### config.mk
export PLATFORM = sky130hd
export DESIGN_NAME = usb_fs_rx_phy
export DESIGN_NICKNAME = d
export VERILOG_FILES = /design/src/rtl/usb_fs_rx_phy.sv
export SDC_FILE = /design/constraint.sdc
export NUM_CORES = 1
export LEC_CHECK = 0
export ABC_AREA = 1
export BUFFER_PORTS_ARGS = -buffer_cell sky130_fd_sc_hd__buf_2
export CAP_MARGIN = 5
export CORE_ASPECT_RATIO = 0.9
export CORE_UTILIZATION = 45
export CTS_CLUSTER_DIAMETER = 100
export DETAILED_ROUTE_END_ITERATION = 12
export PLACE_DENSITY = 0.63
export SKIP_LAST_GASP = 1
export SLEW_MARGIN = 25
export SYNTH_ARGS = -nofsm -noshare
export SYNTH_HDL_FRONTEND = slang
export SYNTH_SLANG_ARGS = --single-unit
export TNS_END_PERCENT = 20
### constraint.sdc
create_clock -name clk -period 2.05 [get_ports clk]
set_input_delay 0.1025 -clock clk [delete_from_list [all_inputs] [get_ports clk]]
set_output_delay 0.1025 -clock clk [all_outputs]
set_load 0.03 [all_outputs]
### src/rtl/usb_fs_rx_phy.sv
// Full-speed USB receive front-end: pad synchroniser, oversampling clock
// recovery, SYNC detection, NRZI decode, bit unstuffing and EOP detection.
//
// Valid/ready note: this block has no backpressure. Every output is a
// registered level or a one-cycle pulse, and downstream logic must accept
// each rx_valid/rx_sop/rx_eop/rx_err pulse in the cycle it is asserted.
module usb_fs_rx_phy #(
    parameter int OVERSAMPLE   = 4,
    parameter int SYNC_TIMEOUT = 12
) (
    input  logic       clk,
    input  logic       rst,
    input  logic       pad_dp,
    input  logic       pad_dn,
    input  logic       tx_active,
    output logic       rx_active,
    output logic       rx_sop,
    output logic [7:0] rx_data,
    output logic       rx_valid,
    output logic       rx_eop,
    output logic       rx_err
);
    localparam int PW = (OVERSAMPLE > 1) ? $clog2(OVERSAMPLE) : 1;
    localparam int HW = $clog2(SYNC_TIMEOUT + 1);
    localparam logic [PW-1:0] SAMPLE_PH = PW'(OVERSAMPLE / 2);
    localparam logic [PW-1:0] LAST_PH   = PW'(OVERSAMPLE - 1);
    localparam logic [HW-1:0] HUNT_LAST = HW'(SYNC_TIMEOUT - 1);

    // Line states as {dp, dn}
    localparam logic [1:0] LS_SE0 = 2'b00;
    localparam logic [1:0] LS_K   = 2'b01;
    localparam logic [1:0] LS_J   = 2'b10;
    localparam logic [1:0] LS_SE1 = 2'b11;

    // SYNC pattern K J K J K J K K, oldest symbol in the MSB, 1 = K
    localparam logic [7:0] SYNC_PAT = 8'hAB;

    typedef enum logic [2:0] {
        ST_IDLE,
        ST_SYNC_HUNT,
        ST_DATA,
        ST_EOP,
        ST_ERR_WAIT
    } state_t;

    logic [1:0]    dp_sync, dn_sync;
    logic [1:0]    line, line_q;
    logic [PW-1:0] phase_q, phase_cur;
    logic          sample;

    state_t        state, state_n;
    logic [6:0]    sync_sr, sync_sr_n;
    logic [7:0]    sync_shift;
    logic [HW-1:0] hunt_cnt, hunt_cnt_n;
    logic [2:0]    bit_cnt, bit_cnt_n;
    logic [2:0]    ones_cnt, ones_cnt_n;
    logic          prev_k, prev_k_n;
    logic [6:0]    data_sr, data_sr_n;
    logic [1:0]    se0_cnt, se0_cnt_n;
    logic          j_cnt, j_cnt_n;
    logic          nrzi_bit;
    logic [7:0]    rx_data_n;
    logic          sop_n, valid_n, eop_n, err_n;

    // Line decode and recovered bit strobe; a line change counts as phase 0
    always_comb begin
        line      = {dp_sync[1], dn_sync[1]};
        phase_cur = (line != line_q) ? '0 : phase_q;
        sample    = !tx_active && (phase_cur == SAMPLE_PH);
    end

    // Two-flop pad synchronisers and the free-running bit phase counter
    always_ff @(posedge clk) begin
        if (rst) begin
            dp_sync <= 2'b11;
            dn_sync <= 2'b00;
            line_q  <= LS_J;
            phase_q <= '0;
        end else begin
            dp_sync <= {dp_sync[0], pad_dp};
            dn_sync <= {dn_sync[0], pad_dn};
            line_q  <= line;
            if (tx_active)
                phase_q <= '0;
            else
                phase_q <= (phase_cur == LAST_PH) ? '0 : phase_cur + PW'(1);
        end
    end

    // Receive FSM next-state, datapath and pulse generation
    always_comb begin
        state_n    = state;
        sync_sr_n  = sync_sr;
        hunt_cnt_n = hunt_cnt;
        bit_cnt_n  = bit_cnt;
        ones_cnt_n = ones_cnt;
        prev_k_n   = prev_k;
        data_sr_n  = data_sr;
        se0_cnt_n  = se0_cnt;
        j_cnt_n    = j_cnt;
        rx_data_n  = rx_data;
        sop_n      = 1'b0;
        valid_n    = 1'b0;
        eop_n      = 1'b0;
        err_n      = 1'b0;
        sync_shift = {sync_sr, line == LS_K};
        nrzi_bit   = ((line == LS_K) == prev_k);

        case (state)
            ST_IDLE: begin
                if (sample && line == LS_K) begin
                    state_n    = ST_SYNC_HUNT;
                    sync_sr_n  = 7'h01;
                    hunt_cnt_n = '0;
                end
            end
            ST_SYNC_HUNT: begin
                if (sample) begin
                    if (line == LS_SE0 || line == LS_SE1) begin
                        state_n = ST_IDLE;
                    end else if (sync_shift == SYNC_PAT) begin
                        state_n    = ST_DATA;
                        sop_n      = 1'b1;
                        bit_cnt_n  = '0;
                        ones_cnt_n = '0;
                        prev_k_n   = 1'b1;
                    end else if (hunt_cnt == HUNT_LAST) begin
                        state_n = ST_IDLE;
                    end else begin
                        sync_sr_n  = sync_shift[6:0];
                        hunt_cnt_n = hunt_cnt + HW'(1);
                    end
                end
            end
            ST_DATA: begin
                if (sample) begin
                    if (line == LS_SE1) begin
                        state_n = ST_ERR_WAIT;
                        err_n   = 1'b1;
                        j_cnt_n = 1'b0;
                    end else if (line == LS_SE0) begin
                        // A stuff bit still owed at SE0 is not an error
                        if (bit_cnt != 3'd0) begin
                            state_n = ST_ERR_WAIT;
                            err_n   = 1'b1;
                            j_cnt_n = 1'b0;
                        end else begin
                            state_n   = ST_EOP;
                            se0_cnt_n = 2'd1;
                        end
                    end else begin
                        prev_k_n = (line == LS_K);
                        if (ones_cnt == 3'd6) begin
                            // Stuff bit: discarded, must be a 0
                            ones_cnt_n = '0;
                            if (nrzi_bit) begin
                                state_n = ST_ERR_WAIT;
                                err_n   = 1'b1;
                                j_cnt_n = 1'b0;
                            end
                        end else begin
                            ones_cnt_n = nrzi_bit ? ones_cnt + 3'd1 : 3'd0;
                            data_sr_n  = {nrzi_bit, data_sr[6:1]};
                            if (bit_cnt == 3'd7) begin
                                rx_data_n = {nrzi_bit, data_sr};
                                valid_n   = 1'b1;
                                bit_cnt_n = 3'd0;
                            end else begin
                                bit_cnt_n = bit_cnt + 3'd1;
                            end
                        end
                    end
                end
            end
            ST_EOP: begin
                if (sample) begin
                    if (line == LS_J) begin
                        state_n = ST_IDLE;
                        eop_n   = 1'b1;
                    end else if (line == LS_SE0 && se0_cnt != 2'd3) begin
                        se0_cnt_n = se0_cnt + 2'd1;
                    end else begin
                        state_n = ST_ERR_WAIT;
                        err_n   = 1'b1;
                        j_cnt_n = 1'b0;
                    end
                end
            end
            ST_ERR_WAIT: begin
                if (sample) begin
                    if (line == LS_J) begin
                        if (j_cnt) state_n = ST_IDLE;
                        j_cnt_n = 1'b1;
                    end else begin
                        j_cnt_n = 1'b0;
                    end
                end
            end
            default: state_n = ST_IDLE;
        endcase

        // Local transmit owns the bus: drop the packet without a verdict
        if (tx_active) state_n = ST_IDLE;
    end

    // FSM state and datapath registers
    always_ff @(posedge clk) begin
        if (rst) begin
            state    <= ST_IDLE;
            sync_sr  <= '0;
            hunt_cnt <= '0;
            bit_cnt  <= '0;
            ones_cnt <= '0;
            prev_k   <= 1'b0;
            data_sr  <= '0;
            se0_cnt  <= '0;
            j_cnt    <= 1'b0;
            rx_data  <= 8'h00;
            rx_sop   <= 1'b0;
            rx_valid <= 1'b0;
            rx_eop   <= 1'b0;
            rx_err   <= 1'b0;
        end else begin
            state    <= state_n;
            sync_sr  <= sync_sr_n;
            hunt_cnt <= hunt_cnt_n;
            bit_cnt  <= bit_cnt_n;
            ones_cnt <= ones_cnt_n;
            prev_k   <= prev_k_n;
            data_sr  <= data_sr_n;
            se0_cnt  <= se0_cnt_n;
            j_cnt    <= j_cnt_n;
            rx_data  <= rx_data_n;
            rx_sop   <= sop_n;
            rx_valid <= valid_n;
            rx_eop   <= eop_n;
            rx_err   <= err_n;
        end
    end

    assign rx_active = (state == ST_DATA) || (state == ST_EOP);

endmodule

==> impl_results.md, run 1 <==
- Core Footprint: 0.00566 mm^2
- Worst-Margin Slew: ~770 ps
- Final estimated routing congestion in global placement: ~0.86
- Layout area overhead: 15.9%
- Setup Total Neg Slack: 0 ps
- HPWL after DPL: 4.01 mm
- Maximum count of clock buffers along a single path: 2
- DRC violations left: 0
- Clock Pin Slew Worst Setup and Hold Paths: 110 ps
- Die W: 82.7 um
- Worst Setup End Kind: flip-flop
- Number of vias per cell: 4.93
- Vias in the first global route: 2,055
- Worst-path maximum fanout: 5
- Average wire per standard cell: 12.1 um
- Finish-stage setup viols: 0
- Adder-cell share of the synthesized area: 6.17%
- Static power due to leakage: 0.00136 uW
- Worst-Skew Late Latency: around 310 ps
- Area fraction in and, or, nand and nor cells after synthesis: approximately 36%
- Rows: 26
- Required arrival time at the worst endpoint: 2300 ps
- Power per unit of standard cell area: 587 mW/mm^2
- Leading cell types by count after synthesis: nor2_1 (79), nand2_1 (77), dfxtp_1 (51)
- Sequential share of the synthesized area: approximately two fifths
- H-tree level count: 2
- Core occupancy in the finished layout: between 50% and 60%
- Final ANT Viol Nets: 0
- Worst ir drop on vdd: 0.356 mV
- Count of routing violations after the opening detailed-route iteration: 100
- Total detailed-routing wirelength: 5.75 mm
- Layout cells sized above 1: 18.7%
- Syn Inst Count: 373
- Number of I/O port buffers: 17
- DR vias: around 2,400
- Clock tree root driver cell: clkbuf_8
- Initial cell density of the core: between 40% and 50%
- Worst Setup Path Type: flip-flop to flip-flop
- Net count of the mapped netlist: 391
- Mux cell area share after synthesis: 0%
- Post-Synthesis Mean Instance Area: around 7.1 um^2
- Setup repair after global routing missed its margin: yes
- Detailed-route wire length on metal 1: 2.90 mm
- Number of detailed-route iterations in the first pass: 4
- Post-synth EDFFs: 0
- Share of async-settable or async-resettable flops after synthesis: 0%
- Initial antenna violation count: 0
- Die Height: 74.6 um
- Class of the worst hold path: input port to flip-flop
- Total Nets Final: between 400 and 500
- Worst clock skew: slightly above 9 ps
- Final min period: 1940 ps
- Die footprint: between 0.006 and 0.007 mm^2
- Slew Limit Headroom: a little under 50%
- Fraction of the mapped netlist area in compound gates: under 10%
- Main combinational cell family by area after synthesis: simple AND/OR/NAND/NOR gates
- Top routing layer in use: met4
- Critical path launch point type: flip-flop
- Detailed route wirelength on metal3: 240 um
- Synth Area in XOR/XNOR: 1.66%
- Met2 routed WL: 2.56 mm
- Upper clock frequency limit: 516 MHz
- Worst Path Arrival: 2190 ps
- Cell types with the largest area share after synthesis: dfxtp_1 (39%), nor2_1 (11%), nand2_1 (11%)
- Most area-hungry cell type in the Yosys netlist: dfxtp_1
- Max-capacitance violation count: 0
- Final-layout fill cell count: 576
- Final critical-path share of the clock period: 94.6%
- Most instantiated library cell after synthesis: nor2_1
- Remaining global-route overflow: 0
- Total routing resource utilization after global routing: 19.6%
- Mapped Area: 0.00264 mm^2
- Main flop type after synthesis: dfxtp_1
- Clock net sink count: 51
- Top-area cell type share of the netlist area: 38.7%
- Number of buffers created by CTS: 5
- Clock tree from TritonCTS: done
- First-pass GRT wire length: ~9.2 mm
- Number of diodes: 0
- Run status: finished, final reports clean
- Top-level I/O count: 18
- Yosys warnings: 0
- Flip-flop and latch count after synthesis: 51
- Final hold violation count: 0
- Pin count of the biggest net entering global routing: 26
- Count of pins over their slew limit: 0
- Unique masters post-synth: 32
metrics by stage:
step	setup WS (ps)	hold slack (ps)	cells	instance area (um^2)	total power (uW)
3_5_place_dp	-0.262	303	460	2820	1160
4_1_cts	-22.2	49.5	470	2940	1790
5_1_grt	-9.95	53.2	477	3050	1860
6_report	111	51.9	477	3050	1790
3_3_place_gp	59.9	298	460	2820	1160
2_1_floorplan	49.5	206	373	2640	1130
final timing paths:
path,start,endpoint,slack [ps],cells after the start
hold / removal,rst,bit_cnt[2]$_SDFFE_PP0P_,50,2
setup reg to reg,line_q[1]$_SDFF_PP1_,ones_cnt[0]$_SDFFE_PP0P_,110,14
setup / recovery,line_q[1]$_SDFF_PP1_,ones_cnt[0]$_SDFFE_PP0P_,110,14
hold reg to reg,dn_sync[0]$_SDFF_PP0_,dn_sync[1]$_SDFF_PP0_,410,2
registers in the layout, summed over array words and instances, names as in the netlist, 2 cells and up:
register	cells
rx_data	8
data_sr	7
line_q	2
state	3
ones_cnt	3
sync_sr	7
hunt_cnt	4
se0_cnt	2
phase_q	2
bit_cnt	3
dn_sync	2
dp_sync	2
logic make-up after synthesis:
| group | after synthesis |
|---|---|
| AND/OR/NAND/NOR | 208 |
| flip-flops | 51 |
| buffers and inverters | 50 |
| AO/OA/AOI/OAI | 46 |
| adder cells (fa/ha/maj) | 13 |
| XOR/XNOR | 5 |
what timing repair did:
item,CTS,global route
endpoints found under the setup margin,1,29
resized for setup,1,17
gates cloned,0,2
pin swaps,0,8
endpoints found under the hold margin,2,0
setup buffers,0,5
hold buffers,2,0
per-layer routing:
| layer | GRT usage (%) | vias up |
|---|---|---|
| li1 | - | 1248 |
| met1 | 27.6 | 1053 |
| met2 | 30.9 | 47 |
| met3 | 4.29 | 4 |
| met4 | 4.02 | 0 |
| met5 | 0 | - |
report_power, final:
group / internal (uW) / switching (uW) / leakage, uW
combinational: 50.2 / 87.3 / 0.000899
sequential: 1010 / 9.80 / 0.000412
clock: 254 / 384 / 0.0000467
worst max-delay path, cell delays in order (launching register included):
cell	delay, ps
dfxtp_1	320
xnor2_1	150
nand2_1	110
nor2_2	120
ha_2	200
nand2_2	70
inv_1	90
buf_4	150
nand2_1	60
nand2_1	70
nand2_2	70
inv_1	100
nand2_2	110
buf_4	150
a21oi_1	120
final cells by class:
class | instances | area (um^2) | share of cell area [%]
tap | 70 | 87.6 | 2.87
multi-input combinational | 274 | 1490 | 48.7
clock inverter | 3 | 27.5 | 0.902
inverter | 43 | 164 | 5.37
clock buffer | 5 | 68.8 | 2.25
timing repair buffer | 31 | 195 | 6.39
sequential | 51 | 1020 | 33.5
cells in the final DEF, fill, tap and decap left out, types with 5 or more instances in the layout:
cell,instances
buf_4,12
nor2_2,5
nor2_4,5
nand2_2,7
ha_1,11
a21oi_1,9
nor2_1,76
dfxtp_1,50
clkbuf_8,5
nand3_1,21
inv_1,39
o21ai_1,7
buf_2,17
o21ai_0,24
nand2_1,74
Note: power is estimated with default switching activity, not from simulation.
==> inputs of run 2 (changes only) <==
CELL_PAD_IN_SITES_DETAIL_PLACEMENT = 0   (was not set)
CELL_PAD_IN_SITES_GLOBAL_PLACEMENT = 2   (was not set)
CORE_UTILIZATION = 31   (was 45)
PLACE_DENSITY = 0.73   (was 0.63)
==> run 2 against run 1 <==
Register-to-register slack better by 20 ps; design area up 2.4%; fmax up 1.2%; total power up 0.97%; clock skew down 3.4 ps; sequential power about the same; clock power up 0.9%; non-clock buffer count up 2; clock-buffer cell count unchanged; utilization down 16 points; die area up 44%; wire length up 14%; largest power group unchanged.
==> impl_results.md, run 2 (synthesized netlist as in run 1, its figures left out) <==
- Slowest cell on the critical path: dfxtp_2 (was dfxtp_1)
- Number of diodes: 0 (unchanged)
- Clock Pin Slew Worst Setup and Hold Paths: 110 ps (about the same)
- Required arrival time at the worst endpoint: 2310 ps (was 2300 ps)
- Final estimated routing congestion in global placement: 0.789 (was 0.862)
- Final critical-path share of the clock period: 93.5% (was 94.6%)
- Slew Limit Headroom: 73.4% (was 48.9%)
- Final-layout fill cell count: 888 (was 576)
- Core Footprint: 0.00815 mm^2 (was 0.00566 mm^2)
- Class of the worst hold path: input port to flip-flop (unchanged)
- Number of detailed-route iterations in the first pass: 4 (unchanged)
- Power per unit of standard cell area: 578 mW/mm^2 (was 587 mW/mm^2)
- Upper clock frequency limit: 522 MHz (was 516 MHz)
- Worst Setup End Kind: flip-flop (unchanged)
- Setup repair after global routing missed its margin: no (was yes)
- DRC violations left: 0 (unchanged)
- Final hold violation count: 0 (unchanged)
- Worst hold slack: 23.1 ps (was 51.9 ps)
- Total Nets Final: 427 (was 424)
- H-tree level count: 2 (unchanged)
- Post-placement cell area: 0.00290 mm^2 (was 0.00282 mm^2)
- Die footprint: 0.00887 mm^2 (was 0.00617 mm^2)
- Initial antenna violation count: 0 (unchanged)
- Rows: 31 (was 26)
- Static power due to leakage: 0.00137 uW (was 0.00136 uW)
- HPWL after DPL: 4.65 mm (was 4.01 mm)
- Total routing resource utilization after global routing: 15.9% (was 19.6%)
- Highest-count cells in the layout ignoring fill and taps: nand2_1 (75), nor2_1 (73), dfxtp_1 (47) (was nor2_1 (76), nand2_1 (74), dfxtp_1 (50))
- Most common cell after layout, fill and taps aside: nand2_1 (was nor2_1)
- Count of pins over their slew limit: 0 (unchanged)
- Worst-Skew Late Latency: 320 ps (was 310 ps)
- Run status: finished, final reports clean (unchanged)
- Average wire per standard cell: 12.9 um (was 12.1 um)
- Reg2Reg Depth: 12 (was 14)
- Final Power: 1810 uW (was 1790 uW)
- Number of buffers created by CTS: 5 (unchanged)
- Die Height: 89.5 um (was 74.6 um)
- Number of I/O port buffers: 17 (unchanged)
- Clock net sink count: 51 (unchanged)
- Final ANT Viol Nets: 0 (unchanged)
- Die W: 99.2 um (was 82.7 um)
- Finish-stage setup viols: 0 (unchanged)
- Top-level I/O count: 18 (unchanged)
- DR vias: 2,377 (was 2,352)
- Cell Count Post-Placement: 495 (was 460)
- Worst-path maximum fanout: 5 (unchanged)
- Clock tree from TritonCTS: done (unchanged)
- Clock tree root driver cell: clkbuf_8 (unchanged)
- Final non-filler cell total: 509 (was 477)
- Final min period: 1920 ps (was 1940 ps)
- First-pass GRT wire length: 10.8 mm (was 9.23 mm)
- Hold path depth: 2 (unchanged)
- Worst ir drop on vdd: 0.243 mV (was 0.356 mV)
- Worst Setup Path Type: flip-flop to flip-flop (unchanged)
- Worst Path Arrival: 2180 ps (was 2190 ps)
- Number of vias per cell: 4.67 (was 4.93)
- Max-capacitance violation count: 0 (unchanged)
- Largest Register: rx_data (unchanged)
- Worst clock skew: 5.87 ps (was 9.30 ps)
- Top flop regs: rx_data x8, data_sr x7, sync_sr x7 (unchanged)
- Flip-flop count of the largest register, all copies and words added: 8 (unchanged)
- Critical path launch point type: flip-flop (unchanged)
- Remaining global-route overflow: 0 (unchanged)
- Count of routing violations after the opening detailed-route iteration: 67 (was 100)
- Total detailed-routing wirelength: 6.58 mm (was 5.75 mm)
- Core occupancy in the finished layout: 38.4% (was 53.9%)
- Layout area overhead: 18.7% (was 15.9%)
- Initial cell density of the core: 32.4% (was 46.6%)
- Maximum count of clock buffers along a single path: 2 (unchanged)
- Worst-Margin Slew: 398 ps (was 765 ps)
- Crit-path max cell delay: 340 ps (was 320 ps)
- Final cell area excluding filler cells: 0.00313 mm^2 (was 0.00305 mm^2)
- Vias in the first global route: 2,130 (was 2,055)
- Critical path, cell by cell: xnor2_2 > nand2_2 > nor2_4 > ha_4 > nand2_2 > nor2_1 > nor2_1 > nor2_4 > nand2_4 > nor2_4 > nand2_2 > a21oi_2 (was xnor2_1 > nand2_1 > nor2_2 > ha_2 > nand2_2 > inv_1 > buf_4 > nand2_1 > nand2_1 > nand2_2 > inv_1 > nand2_2 > buf_4 > a21oi_1)
- Layout cells sized above 1: 21.0% (was 18.7%)
- Pin count of the biggest net entering global routing: 18 (was 26)
run 2: changes by cell type in the layout (fill, tap and decap cells not counted), moves of 2 or more:
| cell | before | now |
|---|---|---|
| xnor2_1 | 3 | 1 |
| dfxtp_1 | 50 | 47 |
| xnor2_2 | 0 | 2 |
| inv_2 | 3 | 5 |
| inv_1 | 39 | 37 |
| dfxtp_2 | 1 | 4 |
| buf_4 | 12 | 14 |
| nor2_2 | 5 | 7 |
| nor2_4 | 5 | 7 |
| nor2_1 | 76 | 73 |
run 2: final cells by class:
class,instances,area [um^2],area share (%)
Multi-Input combinational cell,275,1510,48.3
Sequential cell,51,1030,32.8
Timing Repair Buffer,33,210,6.72
Inverter,43,164,5.24
Tap cell,99,124,3.96
Clock buffer,5,68.8,2.20
Clock inverter,3,23.8,0.760
run 2: final timing paths:
check                   startpoint                  endpoint  slack (ps)
min                            rst   bit_cnt[2]$_SDFFE_PP0P_          20
max reg2reg   line_q[1]$_SDFF_PP1_  hunt_cnt[3]$_SDFFE_PP0P_         130
min reg2reg  dn_sync[0]$_SDFF_PP0_     dn_sync[1]$_SDFF_PP0_         400
max           line_q[1]$_SDFF_PP1_  hunt_cnt[3]$_SDFFE_PP0P_         130
run 2: per-stage QoR:
step                      setup TNS, ps  setup slack, ps
after floorplan                       0             49.5
after global placement                0             62.6
after detailed placement          -29.7            -14.6
after CTS                         -11.4            -8.92
after global routing                  0             8.71
final                                 0              133
run 2: layer usage:
layer / share of wire, % / vias up / track usage [%]
met5: 0 / - / 0
met4: 1.1 / 0 / 4.01
met3: 2.1 / 6 / 3.60
met1: 54 / 1097 / 22.0
li1: - / 1251 / -
met2: 43 / 23 / 25.2
run 2: power breakdown:
part           total [uW]  switching [uW]  leakage, uW  internal (uW)
clock                 644             396    0.0000461            248
combinational         148            93.9     0.000913           54.0
sequential           1020            10.3     0.000412           1010
run 2: worst max-delay path, delay by kind of cell (launching register included):
family,cells,cell delay [ps]
AND/OR/NAND/NOR,9,1090
XOR/XNOR,1,150
flip-flops,1,340
AO/OA/AOI/OAI,1,130
adder cells (fa/ha/maj),1,140
run 2: timing repair:
action / 4_1_cts / 5_1_grt
endpoints found under the setup margin: 7 / 36
pin swaps: 2 / 11
gates cloned: 1 / 2
resized for setup: 0 / 25
hold buffers: 2 / 0
hold endpoints to repair: 2 / 0
setup buffers: 0 / 1
==> inputs of run 3 (changes only) <==
CORE_UTILIZATION = 37   (was 31)
PLACE_DENSITY = 0.82   (was 0.73)
clock period = 2.43 ns   (was 2.05 ns; I/O delays follow)
==> run 3 against run 2 <==
First-iteration DRC count rose by 27%; utilization rose by 5.3 points; flip-flop and latch count did not move; largest cell class unchanged; largest power group unchanged.
==> impl_results.md, run 3 (synthesized netlist as in run 1, its figures left out) <==
- Finish-stage setup viols: 0 (unchanged)
- Top-level I/O count: 18 (unchanged)
- Total detailed-routing wirelength: 6.02 mm (was 6.58 mm)
- DRC violations left: 0 (unchanged)
- Die W: 91.0 um (was 99.2 um)
- Clock network power share: 38.5% (was 35.6%)
- Crit-path max cell delay: 420 ps (was 340 ps)
- Launch point of the worst path: dp_sync[1]$_SDFF_PP1_ (was line_q[1]$_SDFF_PP1_)
- Top flop regs: rx_data x8, data_sr x7, sync_sr x7 (unchanged)
- HPWL after DPL: 4.42 mm (was 4.65 mm)
- Category of cells accounting for the largest share of critical-path delay: simple AND/OR/NAND/NOR gates (unchanged)
- Setup repair after global routing missed its margin: yes (was no)
- Average wire per standard cell: 12.4 um (was 12.9 um)
- Die Height: 82.1 um (was 89.5 um)
- DR vias: 2,237 (was 2,377)
- Vias in the first global route: 2,091 (was 2,130)
- Layout cells sized above 1: 13.4% (was 21.0%)
- Clock net sink count: 51 (unchanged)
- Pin count of the biggest net entering global routing: 26 (was 18)
- Total Nets Final: 412 (was 427)
- Fraction of power consumed by sequential logic: 55.0% (was 56.2%)
- Highest-count cells in the layout ignoring fill and taps: nor2_1 (79), nand2_1 (77), dfxtp_1 (51) (was nand2_1 (75), nor2_1 (73), dfxtp_1 (47))
- Comb pwr share: 6.5% (was 8.2%)
- Max-capacitance violation count: 0 (unchanged)
- Class of the worst hold path: input port to flip-flop (unchanged)
- Final-layout fill cell count: 746 (was 888)
- H-tree level count: 2 (unchanged)
- Slowest cell on the critical path: dfxtp_1 (was dfxtp_2)
- Critical path launch point type: flip-flop (unchanged)
- Worst path most repeated cell: nand2_1
- Core occupancy in the finished layout: 43.7% (was 38.4%)
- Core Footprint: 0.00673 mm^2 (was 0.00815 mm^2)
- Worst Setup Path Type: flip-flop to flip-flop (unchanged)
- Remaining global-route overflow: 0 (unchanged)
- Number of detailed-route iterations in the first pass: 4 (unchanged)
- Count of routing violations after the opening detailed-route iteration: 85 (was 67)
- Switching power share of the total: 23.5% (was 27.7%)
- Min-Delay Startpoint: pad_dn (was rst)
- Worst hold slack: 9.55 ps (was 23.1 ps)
- Final ANT Viol Nets: 0 (unchanged)
- Final estimated routing congestion in global placement: 0.784 (was 0.789)
- Slew Limit Headroom: 46.4% (was 73.4%)
- Initial cell density of the core: 39.2% (was 32.4%)
- Number of buffers created by CTS: 5 (unchanged)
- Count of pins over their slew limit: 0 (unchanged)
- Layout area overhead: 11.4% (was 18.7%)
- Number of vias per cell: 4.61 (was 4.67)
- Upper clock frequency limit: 462 MHz (was 522 MHz)
- Run status: finished, final reports clean (unchanged)
- Flip-flop count of the largest register, all copies and words added: 8 (unchanged)
- Static power due to leakage: 0.00131 uW (was 0.00137 uW)
- Cell Count Post-Placement: 476 (was 495)
- Switch Pwr: 366 uW (was 500 uW)
- Worst-Skew Late Latency: 300 ps (was 320 ps)
- Worst-Margin Slew: 803 ps (was 398 ps)
- Clock tree from TritonCTS: done (unchanged)
- Worst ir drop on vdd: 0.283 mV (was 0.243 mV)
- Setup Total Neg Slack: 0 ps (unchanged)
- Power per unit of standard cell area: 531 mW/mm^2 (was 578 mW/mm^2)
- Sum of buffers and inverters on the critical path: 4 (was 0)
- Required arrival time at the worst endpoint: 2670 ps (was 2310 ps)
- Final non-filler cell total: 485 (was 509)
- Largest Register: rx_data (unchanged)
- Worst Path Arrival: 2400 ps (was 2180 ps)
- Initial antenna violation count: 0 (unchanged)
- Most common cell after layout, fill and taps aside: nor2_1 (was nand2_1)
- Clock tree root driver cell: clkbuf_8 (unchanged)
- Worst clock skew: 12.2 ps (was 5.87 ps)
- Maximum count of clock buffers along a single path: 2 (unchanged)
- First-pass GRT wire length: 10.5 mm (was 10.8 mm)
- Worst Setup End Kind: flip-flop (unchanged)
- Clock Pin Slew Worst Setup and Hold Paths: 100 ps (was 110 ps)
- Footprint of the flip-flops and latches: 0.00102 mm^2 (was 0.00103 mm^2)
- Die footprint: 0.00746 mm^2 (was 0.00887 mm^2)
- Final min period: 2170 ps (was 1920 ps)
- Cell internal power dissipation: 1190 uW (was 1310 uW)
- Rows: 28 (was 31)
- Critical path, cell by cell: xnor2_1 > nand2_1 > nor2_1 > inv_1 > ha_1 > nand2_1 > inv_1 > buf_4 > nand2_1 > nand2_1 > nand2_1 > inv_1 > nand2_1 > o21ai_0 > a21oi_1 (was xnor2_2 > nand2_2 > nor2_4 > ha_4 > nand2_2 > nor2_1 > nor2_1 > nor2_4 > nand2_4 > nor2_4 > nand2_2 > a21oi_2)
- Total routing resource utilization after global routing: 18.1% (was 15.9%)
- Worst flop-to-flop path startpoint: dp_sync[1]$_SDFF_PP1_ (was line_q[1]$_SDFF_PP1_)
- Worst-path maximum fanout: 6 (was 5)
- Number of I/O port buffers: 17 (unchanged)
- Final critical-path share of the clock period: 89.1% (was 93.5%)
- Number of diodes: 0 (unchanged)
- Final hold violation count: 0 (unchanged)
- Total area of multi-input combinational cells: 0.00141 mm^2 (was 0.00151 mm^2)
[run 3: metrics by stage]
stage	power (uW)	instance area, um^2	setup WS, ps
floorplan	952	2640	429
global route	1640	2940	-44.5
CTS	1590	2930	247
detailed placement	978	2810	273
global placement	979	2810	319
finish	1560	2940	265
[run 3: area by class of cell]
type	count	area share, %
multi-input combinational	272	48.0
timing repair buffer	21	4.01
inverter	43	5.58
clock buffer	6	2.47
tap	90	3.83
clock inverter	2	1.32
sequential	51	34.8
[run 3: what timing repair did]
item                                    4_1_cts  5_1_grt
buffers inserted                              0        0
hold endpoints to repair                      1        0
hold buffers                                  1        0
gates resized for setup                       0        1
endpoints found under the setup margin        0        5
[run 3: final timing paths]
kind | to | slack (ps) | cells past startpoint
max reg2reg | ones_cnt[0]$_SDFFE_PP0P_ | 260 | 15
max | ones_cnt[0]$_SDFFE_PP0P_ | 260 | 15
min reg2reg | dn_sync[1]$_SDFF_PP0_ | 410 | 2
min | dn_sync[0]$_SDFF_PP0_ | 10 | 3
[run 3: metal layers]
layer / up-vias / global-route usage, % / share of wire, %
li1: 1219 / - / -
met1: 997 / 25.1 / 54
met4: 0 / 4.76 / 0.66
met3: 2 / 2.78 / 2.3
met2: 19 / 29.5 / 43
met5: - / 0 / 0
[run 3: worst register-to-register path, delay by kind of cell (launching register included)]
| family | cells | cell delay (ps) |
|---|---|---|
| AO/OA/AOI/OAI | 2 | 230 |
| XOR/XNOR | 1 | 140 |
| adder cells (fa/ha/maj) | 1 | 210 |
| buffers and inverters | 4 | 380 |
| flip-flops | 1 | 420 |
| AND/OR/NAND/NOR | 7 | 730 |
[run 3: power groups by stage]
stage / registers (uW) / clock network [uW] / logic, uW
floorplan: 874 / 0 / 78.1
global placement: 876 / 0 / 103
detailed placement: 877 / 0 / 102
CTS: 857 / 626 / 104
global route: 859 / 659 / 119
finish: 857 / 600 / 102
